`src/rtl/bcd_pkg.sv`:
```
// Shared types and constants for the BCD step counter and its button debouncer.
package bcd_pkg;

  localparam logic [3:0] BCD_MAX = 4'd9;

  typedef enum logic [2:0] {IDLE, PRESS_W, PRESSED, HELD, REL_W} deb_state_t;

  // Bits needed to hold 0..v-1; never less than 1 so degenerate params still elaborate.
  function automatic int clog2(input int v);
    int r;
    r = 1;
    while ((1 << r) < v) r++;
    return r;
  endfunction

endpackage

```
`src/rtl/bcd_step_counter_btn_debounce.sv`:
```
// Pushbutton synchronizer plus debounce FSM; emits one btn_pulse per accepted press.
module btn_debounce
  import bcd_pkg::*;
#(
  parameter int DEB_CYCLES = 500_000
) (
  input  logic clk,
  input  logic rst_n,
  input  logic btn,
  output logic btn_pulse
);

  localparam int            CW       = clog2(DEB_CYCLES);
  localparam logic [CW-1:0] CNT_LOAD = CW'(DEB_CYCLES - 1);

  logic [1:0]    sync_q, sync_d;
  logic          btn_s;
  deb_state_t    state_q;
  logic [CW-1:0] cnt_q;
  logic          pulse_q;

  always_comb sync_d = {sync_q[0], btn};
  assign btn_s = sync_q[1];

  always_ff @(posedge clk or negedge rst_n) begin
    if (!rst_n) sync_q <= '0;
    else        sync_q <= sync_d;
  end

  // cnt_q counts down the stable samples still required in PRESS_W / REL_W.
  always_ff @(posedge clk or negedge rst_n) begin
    if (!rst_n) begin
      state_q <= IDLE;
      cnt_q   <= '0;
      pulse_q <= 1'b0;
    end else begin
      pulse_q <= 1'b0;
      case (state_q)
        IDLE: if (btn_s) begin
          state_q <= PRESS_W;
          cnt_q   <= CNT_LOAD;
        end
        PRESS_W: begin
          if (!btn_s)            state_q <= IDLE;
          else if (cnt_q == '0) begin
            state_q <= PRESSED;
            pulse_q <= 1'b1;
          end else               cnt_q   <= cnt_q - 1'b1;
        end
        PRESSED: state_q <= HELD;
        HELD: if (!btn_s) begin
          state_q <= REL_W;
          cnt_q   <= CNT_LOAD;
        end
        REL_W: begin
          if (btn_s)             state_q <= HELD;
          else if (cnt_q == '0)  state_q <= IDLE;
          else                   cnt_q   <= cnt_q - 1'b1;
        end
        default: state_q <= IDLE;
      endcase
    end
  end

  assign btn_pulse = pulse_q;

endmodule

```
`src/rtl/bcd_step_counter.sv`:
```
// Single BCD digit counter stepped by a prescaled tick or a debounced button.
// Define CNTR_UPDOWN_EN to add the dir port and down counting with borrow.
module bcd_step_counter
  import bcd_pkg::*;
#(
  parameter int CLK_HZ     = 50_000_000,
  parameter int TICK_HZ    = 1,
  parameter int DEB_CYCLES = 500_000
) (
  input  logic       clk,
  input  logic       rst_n,
  input  logic       en,
  input  logic       mode,
  input  logic       btn,
  input  logic       clr,
`ifdef CNTR_UPDOWN_EN
  input  logic       dir,
`endif
  output logic [3:0] cntr,
  output logic       carry,
  output logic       tick_o
);

  localparam int            DIV  = CLK_HZ / TICK_HZ;
  localparam int            PW   = clog2(DIV);
  localparam logic [PW-1:0] PMAX = PW'(DIV - 1);

  logic [PW-1:0] presc_q, presc_d;
  logic [3:0]    cntr_q, cntr_d;
  logic          carry_q, carry_d;
  logic          btn_pulse, tick, step, down;

  btn_debounce #(.DEB_CYCLES(DEB_CYCLES)) u_deb (
    .clk       (clk),
    .rst_n     (rst_n),
    .btn       (btn),
    .btn_pulse (btn_pulse)
  );

`ifdef CNTR_UPDOWN_EN
  assign down = dir;
`else
  assign down = 1'b0;
`endif

  assign tick = en && (presc_q == PMAX);
  assign step = en && (mode ? btn_pulse : tick);

  always_comb begin
    presc_d = presc_q + PW'(1);
    if (!en || clr || tick) presc_d = '0;
  end

  // Out-of-range values recover to 0 without a carry so a corrupted digit never cascades.
  always_comb begin
    cntr_d  = cntr_q;
    carry_d = 1'b0;
    if (clr) begin
      cntr_d = 4'd0;
    end else if (step) begin
      if (cntr_q > BCD_MAX) begin
        cntr_d = 4'd0;
      end else if (down) begin
        if (cntr_q == 4'd0) begin
          cntr_d  = BCD_MAX;
          carry_d = 1'b1;
        end else begin
          cntr_d = cntr_q - 4'd1;
        end
      end else if (cntr_q == BCD_MAX) begin
        cntr_d  = 4'd0;
        carry_d = 1'b1;
      end else begin
        cntr_d = cntr_q + 4'd1;
      end
    end
  end

  always_ff @(posedge clk or negedge rst_n) begin
    if (!rst_n) begin
      presc_q <= '0;
      cntr_q  <= 4'd0;
      carry_q <= 1'b0;
    end else begin
      presc_q <= presc_d;
      cntr_q  <= cntr_d;
      carry_q <= carry_d;
    end
  end

  assign cntr   = cntr_q;
  assign carry  = carry_q;
  assign tick_o = tick;

endmodule

```
`config.mk`:
```
export PLATFORM = sky130hd
export DESIGN_NAME = bcd_step_counter
export DESIGN_NICKNAME = d
export VERILOG_FILES = /design/src/rtl/bcd_pkg.sv /design/src/rtl/bcd_step_counter_btn_debounce.sv /design/src/rtl/bcd_step_counter.sv
export SDC_FILE = /design/constraint.sdc
export NUM_CORES = 1
export LEC_CHECK = 0
export ABC_AREA = 1
export ABC_CLOCK_PERIOD_IN_PS = 2100
export BUFFER_PORTS_ARGS = -buffer_cell sky130_fd_sc_hd__buf_2
export CAP_MARGIN = 10
export CORE_MARGIN = 2
export CORE_UTILIZATION = 55
export DETAILED_ROUTE_END_ITERATION = 12
export GPL_TIMING_DRIVEN = 0
export PLACE_DENSITY = 0.75
export SKIP_LAST_GASP = 1
export SYNTH_ARGS = -nofsm -noshare
export SYNTH_HDL_FRONTEND = slang
export SYNTH_SLANG_ARGS = --single-unit
```
`constraint.sdc`:
```
create_clock -name clk -period 2.1 [get_ports clk]
set_input_delay 0.21 -clock clk [delete_from_list [all_inputs] [get_ports clk]]
set_output_delay 0.21 -clock clk [all_outputs]
set_load 0.02 [all_outputs]
```
# Yosys cells after proc, flatten, opt, wreduce, memory -nomap -nowiden
# Index checks and enable logic that the tools add are counted.
dict set report op_classes {
  reduce_logical 11
  add_sub_neg 3
  eq_ne 12
  n_mux 26
  n_lt_le_gt_ge 1
}
# operator n
set op_table {}
lappend op_table {{19-bit two-way mux} 5}
lappend op_table {{19-bit case mux with 4 select lines} 1}
lappend op_table {{26-bit by 1-bit adder with 26-bit output (second input constant)} 1}
lappend op_table {{26-bit equality test (second input constant)} 1}
lappend op_table {{26-bit two-way mux} 1}
lappend op_table {{19-bit logical NOT} 1}
lappend op_table {{19-bit by 1-bit subtractor with 19-bit output (second input constant)} 1}
lappend op_table {{3-bit two-way mux} 6}
lappend op_table {{4-bit two-way mux} 4}
lappend op_table {{3-bit case mux with 5 select lines} 1}
lappend op_table {{1-bit two-way mux} 8}
lappend op_table {{3-bit by 2-bit equality test with 1-bit output (second input constant)} 2}
lappend op_table {{5-bit AND reduction} 1}
lappend op_table {{4-bit by 1-bit adder with 4-bit output (second input constant)} 1}
lappend op_table {{4-bit equality test (second input constant)} 1}
lappend op_table {{4-bit > comparator (second input constant)} 1}
lappend op_table {{2-bit by 1-bit inequality test with 1-bit output (second input constant)} 2}
lappend op_table {{2-bit inequality test (second input constant)} 2}
lappend op_table {{4-bit AND reduction} 1}
lappend op_table {{4-bit nonzero test} 1}
lappend op_table {{3-bit by 1-bit equality test with 1-bit output (second input constant)} 1}
lappend op_table {{3-bit equality test (second input constant)} 1}
lappend op_table {{3-bit logical NOT} 1}
lappend op_table {{3-bit by 1-bit inequality test with 1-bit output (second input constant)} 1}
lappend op_table {{5 further kinds} 7}
dict set report totals {
  out_inout_bits 6
  elab_cells 60
  ff_bits 56
  input_bits 6
}

# Depth between registers and ports, before layout
dict set report depth {
  ltp_word 6
  depth_mapped 12
  ltp_nobuf 11
}

# Hierarchy
# From an unflattened synthesis, not the netlist that was laid out.
dict set report unflattened {
  cells_unflattened 505
  hier_area_um2 3549.7
}
# module cells_each instances area_each_um2 seq_area_each_um2
set by_module_without_submodules {}
lappend by_module_without_submodules {bcd_step_counter 274 1 1919.3 775.7}
lappend by_module_without_submodules {btn_debounce 231 1 1630.3 625.6}

# Worst setup path after synthesis
# OpenSTA, ideal clock, no wires.
dict set report synth_timing {
  path_kind {register to register}
  startpoint {register u_deb.cnt_q[0]}
  endpoint {register u_deb.cnt_q[3]}
  t_arrival_ns 1.597
  path_stages_with_launch 13
  synth_period_minus_slack_ns 1.714
  setup_time_ns 0.117
  required_ns 1.983
  path_buffers 1
  setup_slack_ns 0.386
  cell_sequence {dfrtp_1 inv_1 ha_1 nand2_2 nor2_4 nand2_2 nor2_4 nand2_4 nand2_4 nand2_4 buf_4 nand2_1 nand2_1}
}
dict set report synth_between {
  elab_chain_len 4
  elab_cells_between_ends 6
  cone_classes {add/sub: 1; mux: 4; reduce/logical: 1}
}
# item line
set synth_rtl {}
lappend synth_rtl {{from (decl)} bcd_step_counter_btn_debounce.sv:19} ;# logic [CW-1:0] cnt_q;
lappend synth_rtl {{from (signal assigned)} bcd_step_counter_btn_debounce.sv:48} ;# end else cnt_q <= cnt_q - 1'b1;
lappend synth_rtl {{from (signal assigned)} bcd_step_counter_btn_debounce.sv:58} ;# else cnt_q <= cnt_q - 1'b1;
lappend synth_rtl {{19-bit by 1-bit subtractor with 19-bit output / 19-bit logical NOT (equally long branches)} n/a}
lappend synth_rtl {{19-bit two-way mux (*)} {bcd_step_counter_btn_debounce.sv:45, bcd_step_counter_btn_debounce.sv:57}}
lappend synth_rtl {{19-bit two-way mux (on tied branches)} {bcd_step_counter_btn_debounce.sv:56, bcd_step_counter_btn_debounce.sv:44}}
lappend synth_rtl {{19-bit case mux with 4 select lines (*)} bcd_step_counter_btn_debounce.sv:38} ;# case (state_q)
# Every way passes the cells marked *; elsewhere a longest branch is shown, timed or not. The select of a mux whose other input is x is not followed.
# A chain may end at the register's enable or synchronous reset.

# Worst setup path in the final report
dict set report layout_timing {
  startpoint {register presc_q[0]}
  endpoint {output tick_o}
}
dict set report layout_between {
  elab_chain_len 2
}
# item line
set layout_rtl {}
lappend layout_rtl {{from (decl)} bcd_step_counter.sv:28} ;# logic [PW-1:0] presc_q, presc_d;
lappend layout_rtl {{from (signal assigned)} bcd_step_counter.sv:85} ;# presc_q <= presc_d;
lappend layout_rtl {{26-bit equality test} bcd_step_counter.sv:46} ;# assign tick = en && (presc_q == PMAX);
lappend layout_rtl {{1-bit logical AND} bcd_step_counter.sv:46}
lappend layout_rtl {{to (decl)} bcd_step_counter.sv:21} ;# output logic tick_o
# Every way passes these cells.

==> summary.md <==
| Metric | Value |
|---|---|
| Worst-path clk slew | ~0.11 ns |
| Synth area leaders | dfrtp_1 39%, nand2_1 16%, nor2_1 10% |
| Sw power | approximately 1800 uW |
| Mapped Nets | approximately 510 |
| Synth cell types | 31 |
| Largest net degree at the start of global routing | 57 |
| Antenna diode count | 0 |
| CTS tree | yes |
| Initial antenna violation count | 0 |
| Most Frequent Cell on Critical Path | inv_1 |
| DP Wirelength | 5600 um |
| CTS Buffer Depth | 2 |
| Synthesized area | between 3000 and 4000 um^2 |
| PortBufs | 11 |
| PwrDens | 1070 nW/um^2 |
| Layout Nets | about 530 |
| Area of the multi-input gates | roughly 1900 um^2 |
| Post-DR wirelength/cell | roughly 13 um |
| Maximum vdd drop | between 0.8 and 0.9 mV |
| IO Count | 12 |
| Layout area overhead | 8.91% |
| Relative slew slack | 0.530 |
| Worst Skew | approximately 0.013 ns |
| Clock Sinks | 56 |
| Hold Crit Class | input pin to flip-flop |
| Slowest cell on crit path | dfrtp_1 |
| CP max stage delay | between 0.3 and 0.4 ns |
| Min Tclk post-route | 1.98 ns |
| Clock buffer count from CTS | 5 |
| Root buf cell | clkbuf_8 |
| Status | complete, no violations |
| Part of the power in registers | 0.342 |
| DRC violation count after routing | 0 |
| Vias per cell | about 5.3 |
| DR vias | about 3200 |
| Die height | approximately 84 um |
| Max Cap Viol | 0 |
| Seq cells post-synth | between 50 and 60 |
| Setup ws final | ~0.12 ns |
| H-tree Lvls | 2 |
| Die X | ~84 um |
| Post-synthesis cell count | 498 |
| Clk_lat worst skew | about 0.32 ns |
| Maximum fanout along the worst path | 4 |
| Initial cell density of the core | 0.562 |
| Post-synthesis sequential area ratio | 0.395 |
| Top cell type's share of synthesized area | 0.395 |
| Worst-margin pin slew | slightly above 0.7 ns |
| Net Sw Frac | 0.436 |
| Startpoint types | flip-flop |
| FMAX | slightly above 500 MHz |
| RSZ-0062 raised after global routing | false |
| Crit share post-route | 0.942 |
| Vias in the first global route | approximately 3100 |
| Max-slew violations | 0 |
| Family with the most delay on the worst path | simple AND/OR/NAND/NOR gates |
| Worst EP arrival | 1.77 ns |
| Antenna-violating nets left | 0 |
| FILL cells | approximately 580 |
| FF+latch area | 1400 um^2 |
| Pint | approximately 2300 uW |
| Crit end category | output pin |
| Buf/Inv on CP | 3 |
| Total wire length | 7520 um |
| Fin util | 0.613 |
| Area of the die | a little over 7000 um^2 |
| Comb pwr share | 0.479 |
| Final setup violation count | 0 |
| Worst path cell trace | ha_1, nand3_1, nor2_4, inv_1, nor2_2, nand2_2, inv_1, buf_2 |
| DR pass1 iterations | 5 |
| Final hold vios | 0 |
| Setup tns final | 0 ns |
| Place WS | ~0.081 ns |
| GP Congestion | 0.888 |
| Core ar. | roughly 6300 um^2 |
| Mean Syn Cell Area | about 7 um^2 |
| Pleak | roughly 0.0018 uW |
| FP Rows | 29 |
| Synth warnings | 0 |
| Initial DRC count | ~180 |
| First-pass GRT wire length | about 13000 um |
| Total global-route track usage | 0.229 |
| Grt ovf | 0 |
| Worst endpoint required time | ~1.9 ns |
| Share of layout cells above drive strength 1 | 0.140 |
| Setup CP Type | flip-flop to output pin |
| Cell taking the most area after synthesis | dfrtp_1 |
| Reg2reg setup slack | approximately 0.17 ns |
| Clk pwr share | 0.180 |
stage by stage:
stage	std cells	power, uW	hold WS [ns]	instance area (um^2)
CTS	595	4160	0.0620	3830
global route	598	4460	0.0606	3870
global placement	586	3350	0.318	3700
finish	598	4130	0.0759	3870
detailed placement	586	3410	0.320	3700
floorplan	498	2980	-0.0856	3550
sequential cells by signal, indices dropped and copies added, names as in the netlist:
signal / flops
u_deb.sync_q: 2
u_deb.state_q: 3
carry: 1
presc_q: 26
u_deb.btn_pulse: 1
cntr: 4
u_deb.cnt_q: 19
cells in the mapped netlist:
| library cell | instances |
|---|---|
| xor2_1 | 13 |
| nor4_1 | 1 |
| nand2_1 | 147 |
| o21a_1 | 1 |
| buf_2 | 1 |
| buf_4 | 3 |
| o21bai_1 | 2 |
| o211ai_1 | 1 |
| or2_2 | 7 |
| nor3_2 | 1 |
| nor2_2 | 4 |
| buf_6 | 2 |
| nand4_1 | 12 |
| nor3_1 | 15 |
| and3_1 | 2 |
| nand3b_1 | 1 |
| nand2_4 | 4 |
| xnor2_1 | 6 |
| inv_1 | 46 |
| nand3_2 | 11 |
| nand3_1 | 40 |
| buf_12 | 2 |
| inv_2 | 2 |
| ha_1 | 2 |
| nand2_2 | 7 |
| o21ai_0 | 3 |
| nor2_1 | 97 |
| nor2_4 | 4 |
| nor3b_1 | 1 |
| dfrtp_1 | 56 |
| a21oi_1 | 4 |
power by group through the flow:
| stage | sequential, uW | combinational (uW) | clock (uW) |
|---|---|---|---|
| 2_1_floorplan | 1390 | 1590 | 0 |
| 3_3_place_gp | 1420 | 1930 | 0 |
| 3_5_place_dp | 1420 | 1980 | 0 |
| 4_1_cts | 1410 | 1980 | 769 |
| 5_1_grt | 1430 | 2230 | 797 |
| 6_report | 1410 | 1980 | 741 |
cells in the final DEF, fill, tap and decap left out, drive strengths merged:
cell	netlist	layout
and3	2	2
nand4	12	12
ha	2	2
xnor2	6	6
dfrtp	56	56
nand3b	1	1
o211ai	1	1
or2	7	7
nor3b	1	1
nand3	51	51
nand2	158	158
inv	48	49
o21ai	3	3
dlygate4sd3	0	2
clkinvlp	0	1
o21a	1	1
xor2	13	13
a21oi	4	4
nor3	16	16
buf	8	21
o21bai	2	2
bufinv	0	1
clkbuf	0	5
nor4	1	1
nor2	105	105
kinds of logic (layout without fill, tap and decap cells):
kind of cell	count (synthesis)	after routing	share of synthesized area
simple gates	354	354	0.457
flops	56	56	0.395
buf+inv	56	79	0.0761
xor+xnor	19	19	0.0469
compound gates	11	11	0.0183
fa+ha+maj	2	2	0.00705
final cells by class:
type                    count  area share
repair buffers             15      0.0239
well taps                  77      0.0249
flip-flops and latches     56       0.362
multi-input cells         386       0.489
clock inverters             3      0.0120
inverters                  48      0.0466
plain buffers               8      0.0233
clock buffers               5      0.0178
path summary, 6_finish.rpt:
kind	depth (start not counted)	endpoint	start
worst max-delay path	8	tick_o	presc_q[0]$_DFF_PN0_
worst min-delay path	2	carry$_DFF_PN0_	clr
worst max register to register	12	u_deb.cnt_q[4]$_DFFE_PN0P_	u_deb.cnt_q[0]$_DFFE_PN0P_
worst min register to register	0	u_deb.sync_q[1]$_DFF_PN0_	u_deb.sync_q[0]$_DFF_PN0_
max in group asynchronous	2	presc_q[13]$_DFF_PN0_	rst_n
min in group asynchronous	2	presc_q[17]$_DFF_PN0_	rst_n
timing repair:
| action | CTS | global route |
|---|---|---|
| buffers inserted | 0 | 2 |
| resized for setup | 1 | 4 |
| pin swaps | 0 | 1 |
| hold buffers | 1 | 1 |
| gates cloned | 0 | 0 |
| setup endpoints to repair | 1 | 16 |
| endpoints found under the hold margin | 1 | 22 |
routing by layer:
layer	vias to the layer above	GRT usage	share of wire
met1	1503	0.290	0.46
met3	12	0.0374	0.029
met4	0	0.0794	0.017
met2	49	0.398	0.49
met5	-	0	0
li1	1605	-	-
No activity file was read; power rests on OpenSTA's default activity.
